### src/rtl/img_pkg.sv
// Shared video definitions for the pre-filter and the downstream processing stage.
package img_pkg;

   localparam int PIX_W = 8;
   localparam int DEF_IMAGE_W = 640;
   localparam int DEF_IMAGE_H = 480;

   // Low nibble of a descriptor beat that marks a video packet.
   localparam logic [3:0] PKT_TYPE_VIDEO = 4'h0;

   typedef struct packed {
      logic [PIX_W-1:0] r;
      logic [PIX_W-1:0] g;
      logic [PIX_W-1:0] b;
   } rgb_t;

endpackage

### src/rtl/hsmooth_tap3.sv
// Single-channel [1 2 1]/4 kernel, optionally rounded; purely combinational.
module hsmooth_tap3
   import img_pkg::*;
#(
   parameter int ROUND_EN = 1
) (
   input  logic [PIX_W-1:0] a,
   input  logic [PIX_W-1:0] b,
   input  logic [PIX_W-1:0] c,
   output logic [PIX_W-1:0] y
);

   localparam logic [PIX_W+1:0] BIAS = (ROUND_EN != 0) ? (PIX_W+2)'(2) : '0;

   logic [PIX_W+1:0] sum;

   // Max is 4*255+2 = 1022, so the shifted result always fits in PIX_W bits.
   always_comb begin
      sum = {2'b00, a} + {1'b0, b, 1'b0} + {2'b00, c} + BIAS;
      y   = sum[PIX_W+1:2];
   end

endmodule

### src/rtl/rgb_hsmooth_filter.sv
// Avalon-ST RGB pre-filter: causal 3-tap horizontal smoothing on video packets,
// with a one-deep registered output stage; other packets pass through untouched.
module rgb_hsmooth_filter
   import img_pkg::*;
#(
   parameter int IMAGE_W  = DEF_IMAGE_W,
   parameter int ROUND_EN = 1
) (
   input  logic                 clk,
   input  logic                 reset_n,
   input  logic                 enable,
   input  logic [3*PIX_W-1:0]   sink_data,
   input  logic                 sink_valid,
   output logic                 sink_ready,
   input  logic                 sink_sop,
   input  logic                 sink_eop,
   output logic [3*PIX_W-1:0]   source_data,
   output logic                 source_valid,
   input  logic                 source_ready,
   output logic                 source_sop,
   output logic                 source_eop
);

   localparam int XW = (IMAGE_W > 1) ? $clog2(IMAGE_W) : 1;
   localparam logic [XW-1:0] X_LAST = XW'(IMAGE_W - 1);

   logic [XW-1:0]        x_q, x_d;
   logic                 packet_video_q, packet_video_d;
   rgb_t                 p1_q, p1_d, p2_q, p2_d;
   logic [3*PIX_W-1:0]   data_q, data_d;
   logic                 valid_q, valid_d;
   logic                 sop_q, sop_d;
   logic                 eop_q, eop_d;

   rgb_t                 cur;
   rgb_t                 tap_a;
   rgb_t                 filt;
   logic                 accept;
   logic                 filter_on;

   assign sink_ready   = ~valid_q | source_ready;
   assign accept       = sink_valid & sink_ready;
   assign cur          = rgb_t'(sink_data);
   // Column 1 has only one real predecessor, so it is mirrored into the outer tap.
   assign tap_a        = (x_q == XW'(1)) ? p1_q : p2_q;
   assign filter_on    = packet_video_q & enable & (x_q != '0);

   assign source_data  = data_q;
   assign source_valid = valid_q;
   assign source_sop   = sop_q;
   assign source_eop   = eop_q;

   generate
      for (genvar gi = 0; gi < 3; gi++) begin : g_chan
         hsmooth_tap3 #(
            .ROUND_EN (ROUND_EN)
         ) u_tap (
            .a (tap_a[gi*PIX_W +: PIX_W]),
            .b (p1_q[gi*PIX_W +: PIX_W]),
            .c (cur[gi*PIX_W +: PIX_W]),
            .y (filt[gi*PIX_W +: PIX_W])
         );
      end
   endgenerate

   always_comb begin
      x_d            = x_q;
      packet_video_d = packet_video_q;
      p1_d           = p1_q;
      p2_d           = p2_q;
      data_d         = data_q;
      sop_d          = sop_q;
      eop_d          = eop_q;
      valid_d        = valid_q;

      if (accept) begin
         valid_d = 1'b1;
         sop_d   = sink_sop;
         eop_d   = sink_eop;
         if (sink_sop) begin
            data_d         = sink_data;
            packet_video_d = (sink_data[3:0] == PKT_TYPE_VIDEO);
            x_d            = '0;
         end else begin
            data_d = filter_on ? filt : sink_data;
            // History shifts even when bypassing so an enable change mid-row is clean.
            if (x_q == '0) begin
               p1_d = cur;
               p2_d = cur;
            end else begin
               p1_d = cur;
               p2_d = p1_q;
            end
            x_d = (x_q == X_LAST) ? '0 : x_q + XW'(1);
         end
      end else if (source_ready) begin
         valid_d = 1'b0;
      end
   end

   always_ff @(posedge clk) begin
      if (!reset_n) begin
         x_q            <= '0;
         packet_video_q <= 1'b0;
         p1_q           <= '0;
         p2_q           <= '0;
         data_q         <= '0;
         valid_q        <= 1'b0;
         sop_q          <= 1'b0;
         eop_q          <= 1'b0;
      end else begin
         x_q            <= x_d;
         packet_video_q <= packet_video_d;
         p1_q           <= p1_d;
         p2_q           <= p2_d;
         data_q         <= data_d;
         valid_q        <= valid_d;
         sop_q          <= sop_d;
         eop_q          <= eop_d;
      end
   end

endmodule

### config.mk
export PLATFORM = sky130hd
export DESIGN_NAME = rgb_hsmooth_filter
export DESIGN_NICKNAME = d
export VERILOG_FILES = /design/src/rtl/img_pkg.sv /design/src/rtl/hsmooth_tap3.sv /design/src/rtl/rgb_hsmooth_filter.sv
export SDC_FILE = /design/constraint.sdc
export NUM_CORES = 1
export LEC_CHECK = 0
export BUFFER_PORTS_ARGS = -buffer_cell sky130_fd_sc_hd__buf_2
export CORE_ASPECT_RATIO = 0.9
export CORE_MARGIN = 2
export CORE_UTILIZATION = 45
export CTS_CLUSTER_SIZE = 14
export DETAILED_ROUTE_END_ITERATION = 8
export MAX_ROUTING_LAYER = met4
export PLACE_DENSITY = 0.75
export SYNTH_ARGS = -nofsm -noshare
export SYNTH_HDL_FRONTEND = slang
export SYNTH_SLANG_ARGS = --single-unit
### constraint.sdc
create_clock -name clk -period 11.3 [get_ports clk]
set_clock_uncertainty 0.2 [all_clocks]
set_input_delay 2.26 -clock clk [delete_from_list [all_inputs] [get_ports clk]]
set_output_delay 2.26 -clock clk [all_outputs]
set_load 0.02 [all_outputs]
* After elaboration in Yosys (flattened, before gate mapping)
Cells that the tools add are included.
** Word-level totals
- Word-level logic and storage cells :: 44
- Input bits :: 31
- Bits in registers :: 86
- Output and inout bits :: 28
** Operators by class
- Equal/unequal tests :: 2
- Add/sub/neg operators :: 10
- Mux-type cells :: 8
- Reductions and logical operators :: 6
- Bitwise operators :: 6
** Operators with widths (number)
- two-way mux 24 bit :: 4
- adder 10 x 2 -> 10 bit, second input constant :: 3
- adder 10 x 8 -> 10 bit :: 3
- adder 8 x 9 -> 10 bit :: 3
- two-way mux 10 bit :: 2
- adder 10 x 1 -> 10 bit, second input constant :: 1
- == test 10 x 1 -> 1 bit, second input constant :: 1
- == test 10 bit, second input constant :: 1
- logical NOT 10 bit :: 1
- nonzero test 10 bit :: 1
- logical NOT 4 bit :: 1
- AND reduction 2 bit :: 2
- bitwise AND 1 bit :: 3
- two-way mux 1 bit :: 2
- NOT 1 bit :: 2
- nonzero test 2 bit :: 1
- bitwise OR 1 bit :: 1

* Longest topological paths before layout
Gate-level depths: netlist (run 1).
- Depth in word-level cells :: 7
- Gate-level depth with buffers :: 16
- Gate-level depth less buffers :: 14

* Modules after synthesis
Synthesis (run 1) repeated with hierarchy kept, for this count alone.
** Unflattened totals
- Cells, all modules :: 552
- Area, all modules :: 5156.2 sq um
** Modules (own cells, without submodules)
- rgb_hsmooth_filter :: area an instance 3726.1 sq um, instances 1, sequential area each 1721.7 sq um, cells an instance 384
- hsmooth_tap3 :: area an instance 476.7 sq um, instances 3, sequential area each 0.0 sq um, cells an instance 56

* Worst setup path after synthesis (run 1)
OpenSTA, ideal clock, no wires.
- Kind :: input -> output
- From :: input source_ready
- To :: output sink_ready
- Buffers on the path :: 0
- Setup slack :: 6.323 ns
- Arrival time :: 2.517 ns
- Stages :: 1
- Data required time :: 8.840 ns
- Cells stage by stage :: nand2b_1
** On the way
- Cells in the longest elaborated chain, start to end :: 1
** RTL lines
- from (decl) :: line rgb_hsmooth_filter.sv:19 : input logic source_ready,
- bitwise OR 1 bit :: line rgb_hsmooth_filter.sv:41 : assign sink_ready = ~valid_q | source_ready;
- to (decl) :: line rgb_hsmooth_filter.sv:14 : output logic sink_ready,
Every way passes these cells.

* Worst setup path after layout (run 1)
Same ends and word-level chain as after synthesis.

==> results of run 1 <==
area by class of cell:
type / count / area, um^2
multi-input combinational: 534 / 3490
clock buffer: 12 / 246
inverter: 27 / 101
fill: 1126 / 5920
clock inverter: 2 / 10.0
tap: 160 / 200
sequential: 86 / 1720
timing repair buffer: 65 / 343
synth_stat cells (2+ instances only):
cell type  count  area, um^2
o31a_1         2        17.5
nand4_1        3        18.8
nand2_1      141         529
a311oi_1       5        43.8
and3_1         2        12.5
and3_2         2        15.0
o21ai_0       25         125
xnor2_1        4        35.0
fa_1          18         360
clkbuf_2       2        10.0
a21boi_0       3        22.5
or4_1          2        15.0
mux2_2         2        22.5
clkbuf_1      28         105
mux2i_1       26         260
clkbuf_8       4        55.1
a2111oi_0      2        17.5
nor3_1        13        65.1
o32ai_1        2        17.5
or4_4          2        22.5
dfxtp_1       86        1720
inv_1         26        97.6
a21o_1         6        45.0
buf_1          2        7.51
nor2_1        71         267
nand3_1       19        95.1
nor4_4         2        42.5
buf_6          3        33.8
ha_1          30         375
a21oi_1       60         300
a31oi_1       12        75.1
a211oi_1      29         218
xor2_1         3        26.3
o21a_1         2        15.0
a21o_2         2        17.5
nand3b_1       4        30.0
nor4_1         3        18.8
or3_1          5        31.3
and2_1         2        12.5
sequential cells by signal, indices dropped and copies added (netlist names):
register	count
p1_q	24
p2_q	24
source_data	24
x_q	10
packet_video_q	1
source_eop	1
source_sop	1
source_valid	1
cell families after synthesis:
group,after synthesis,synth area share [%]
AO/OA/AOI/OAI,174,21.2
AND/OR/NAND/NOR,277,22.2
XOR/XNOR,7,1.11
buffers and inverters,68,5.91
multiplexers,28,5.12
adder cells (fa/ha/maj),48,13.3
flip-flops,86,31.2
per-layer routing:
| metal | vias up | part of all wire [%] |
|---|---|---|
| met3 | 21 | 6.2 |
| met5 | - | 0 |
| li1 | 2486 | - |
| met2 | 186 | 43 |
| met1 | 2291 | 49 |
| met4 | 0 | 2.1 |
worst max-delay path, delay by kind of cell:
family	cells	cell delay, ns
simple gates	1	0.18
buf+inv	2	0.28
final timing paths:
check | end | slack [ns] | depth (start not counted)
setup / recovery | sink_ready | 6.12 | 3
hold / removal | packet_video_q | 0.26 | 2
setup reg to reg | source_data[7] | 7.05 | 13
hold reg to reg | packet_video_q | 0.26 | 2
power breakdown:
group | switching (mW) | internal, mW
logic | 0.121 | 0.0781
clock network | 0.117 | 0.152
registers | 0.0125 | 0.320
==> results.yml, run 1 <==
yosys:
  ys.flop_type: "dfxtp_1"
  synthDistinctLibCells: 72
  ys_async_sr_fraction_pct: 0
  synth.cell_area_um2: 5520
  netlist_instances: 688
  ys_seq_elements: 86
  syn_nets: 767
  yosysSeqAreaShare_pct: 31.2
  synth_area_per_cell_um2: 8.03
  synth_edf_count: 0
  yosysWarnings: 0
detailed_routing:
  vias_per_cell: 5.63
  wirelength_mm: 14.2
  first_pass_iters: 5
  drc: 0
  drt_iter0_drc: 426
  ant_nets: 0
  route.vias.total: 4984
  drt-wirelength-per-cell_um: 16.0
clock_network:
  cts_root_buf: "clkbuf_16"
  tritoncts: "yes"
  clock_tree.buffer_depth: 2
  clkLatencyLatePin_ns: 0.34
  cts_sinks: 86
  htreeDepth: 3
  post_cts_buffers: 0
  cts-buffers-inserted: 9
  hold_buffers: 0
  ctsResizeCount: 0
  clkTransAtPathRegs_ns: 0.06
place:
  preCtsSetupSlack_ns: 6.12
  dp.cells: 872
  numPortBuffers: 58
  gp_congestion: 0.906
  dp_hpwl_mm: 9.56
  dpl-instance-area_um2: 5860
sta:
  max_slew_margin_pct: 36.4
  holdWs_ns: 0.255
  period_share_pct: 45.9
  fin_ws_ns: 6.12
  rsz0062_at_grt: "false"
  finalSetupTns_ns: 0
  min_period_ns: 5.18
  hold_viol_final: 0
  clock.fmax_ghz: 0.193
  setup_viol: 0
  worst_pin_slew_ns: 0.952
  slew_viol_final: 0
worst_setup_path:
  crit_path_max_incr_delay_ns: 0.18
  crit_top_cell: "buf_2"
  worstPathRequired_ns: 8.84
  setup.worst_path.class: "input pin to output pin"
  critPathLaunchType: "input pin"
  crit_arrival_ns: 2.72
  r2r_start: "x_q[2]"
  crit_path_end_kind: "output pin"
  slowest_stage: "nand2b_1"
  crit_chain: "buf_2, nand2b_1, buf_2"
  critPathLaunch: "source_ready"
  critPathMaxFanout: 5
run:
  cap_violations: 0
global_route:
  antenna_found_initial: 0
  grt.busiest_layer: "met1"
  gr-usage-met2_pct: 32.5
  first_global_vias: 4535
  grt_remaining_overflow: 0
  grtUsageMet1_pct: 33.6
  track_usage_pct: 23.0
  grt_max_degree: 73
  met3_usage_pct: 3.19
  grt_pass1_wl_mm: 23.2
die:
  die_area_um2: 13200
  die_w_um: 121
  core_um2: 12000
  pin_count: 59
  fp-row-count: 38
  initial_core_util_pct: 45.9
  die_h_um: 109
cells_and_area:
  finalInstanceArea_um2: 6110
  final_common_cell: "nand2_1"
  fin_cells: 886
  mostFrequentLayoutCells: "nand2_1, dfxtp_1, nor2_1"
  drive_gt1_share_pct: 14.0
  area_delta_synth_final_pct: 10.7
  layout.nets: 802
  num_antenna_cells: 0
  utilization_pct: 50.8
hold_path:
  min_from: "packet_video_q"
  hold_path.class: "flop to flop"
power:
  p_per_area_nw_per_um2: 131
  irDropWorstVdd_v: 0.0000629
  p_total_mw: 0.801
  leakagePower_nw: 2.60
status:
  status: "complete, no violations"
No activity file was read; power rests on OpenSTA's default activity.
==> inputs of run 2 (changes only) <==
Clock period 11.3 ns to 5.3 ns, I/O delays scaled along.
==> results.yml, run 2 (same netlist as run 1, synthesis figures left out) <==
status:
  status: "complete, no violations"
cells_and_area:
  layout.nets: 804
  fin_cells: 890
  num_antenna_cells: 0
  drive_gt1_share_pct: 14.8
  mostFrequentLayoutCells: "nand2_1, dfxtp_1, nor2_1"
  area_delta_synth_final_pct: 11.8
  final_common_cell: "nand2_1"
  utilization_pct: 51.3
worst_setup_path:
  crit_chain: "or4_4, nor3_2, buf_4, nand2_1, nand2_1, fa_1, ha_1, a21o_1, a21o_2, a21oi_1, a31oi_4, a2111oi_2, o41ai_2"
  path_delay_family: "compound AO/OA/AOI/OAI gates"
  r2r_start: "x_q[2]"
  path_depth: 13
  crit_top_cell: "nand2_1"
  critPathBufInv: 1
  reg2reg_slack_ns: 1.21
  slowest_stage: "or4_4"
  reg2reg_depth: 13
  crit_path_max_incr_delay_ns: 0.60
  r2r-end: "source_data[7]"
  setup.worst_path.class: "flop to flop"
  critPathLaunchType: "flop"
  critPathMaxFanout: 16
  crit_arrival_ns: 4.11
  worstPathRequired_ns: 5.32
  crit_path_end_kind: "flop"
die:
  core_um2: 12000
  die_w_um: 121
  pin_count: 59
  die_h_um: 109
  die_area_um2: 13200
  fp-row-count: 38
  initial_core_util_pct: 45.9
clock_network:
  cts_sinks: 86
  clkLatencyLatePin_ns: 0.34
  tritoncts: "yes"
  post_cts_buffers: 0
  cts_root_buf: "clkbuf_16"
  hold_buffers: 0
  htreeDepth: 3
  ctsResizeCount: 0
  clock_tree.buffer_depth: 2
  cts-buffers-inserted: 9
  clkTransAtPathRegs_ns: 0.07
place:
  dp_hpwl_mm: 9.97
  dp.cells: 874
  numPortBuffers: 58
  gp_congestion: 0.898
sta:
  clock.fmax_ghz: 0.244
  period_share_pct: 77.2
  slew_viol_final: 0
  max_slew_margin_pct: 33.5
  finalSetupTns_ns: 0
  min_period_ns: 4.09
  setup_viol: 0
  hold_viol_final: 0
  worst_pin_slew_ns: 0.994
  rsz0062_at_grt: "false"
power:
  irDropWorstVdd_v: 0.000179
  p_per_area_nw_per_um2: 288
  leakagePower_nw: 2.64
detailed_routing:
  drt-wirelength-per-cell_um: 16.2
  route.vias.total: 5087
  drt_iter0_drc: 387
  wirelength_mm: 14.5
  drc: 0
  first_pass_iters: 5
  vias_per_cell: 5.72
  ant_nets: 0
global_route:
  grt_max_degree: 73
  track_usage_pct: 23.3
  grt_pass1_wl_mm: 23.7
  grt_remaining_overflow: 0
  antenna_found_initial: 0
  first_global_vias: 4683
run:
  cap_violations: 0
hold_path:
  min_from: "source_eop"
  hold_depth: 2
  min_to: "source_eop"
  hold_path.class: "flop to flop"
-- run 2: worst register-to-register path, stage by stage, from the launching register on --
cell       delay (ns)
dfxtp_1          0.37
or4_4            0.60
nor3_2           0.20
buf_4            0.25
nand2_1          0.08
nand2_1          0.07
fa_1             0.41
ha_1             0.36
a21o_1           0.20
a21o_2           0.22
a21oi_1          0.32
a31oi_4          0.16
a2111oi_2        0.41
o41ai_2          0.13
-- run 2: worst max path at each step --
stage | startpoint | endpoint | slack (ns)
after detailed placement | x_q[2] | source_data[7] | 1.23
after CTS | x_q[2] | source_data[7] | 1.22
after floorplan | x_q[4] | source_data[7] | 1.15
after global placement | x_q[2] | source_data[7] | 1.28
final | x_q[2] | source_data[7] | 1.21
after global routing | x_q[0] | source_data[7] | 1.02
-- run 2: final cells by class --
type	count	area (um^2)
repair buffers	67	358
flip-flops and latches	86	1720
fillers	1138	5860
clock inverters	7	75.1
multi-input cells	534	3490
inverters	27	101
clock buffers	9	225
well taps	160	200
-- run 2: routing by layer --
metal	GRT usage (%)	wire, um	vias to the layer above
met5	-	0	-
met4	8.64	318	0
met3	3.29	1000	35
met2	33.9	6140	209
met1	32.8	6990	2350
li1	-	-	2493
-- run 2: power breakdown --
group          total [mW]  internal (mW)  switching (mW)  leakage (nW)
clock network       0.640          0.367           0.274         0.149
logic               0.428          0.167           0.261          1.78
registers           0.710          0.683          0.0275         0.706
total                1.78           1.22           0.562          2.64
-- run 2: per-stage QoR --
stage	setup slack, ns	total power, mW	cell area [um^2]	hold WS [ns]
2_1_floorplan	1.15	1.03	5520	0.228
3_3_place_gp	1.28	1.14	5870	0.241
3_5_place_dp	1.23	1.14	5870	0.248
4_1_cts	1.22	1.78	6170	0.259
5_1_grt	1.02	1.87	6170	0.279
6_report	1.21	1.78	6170	0.256
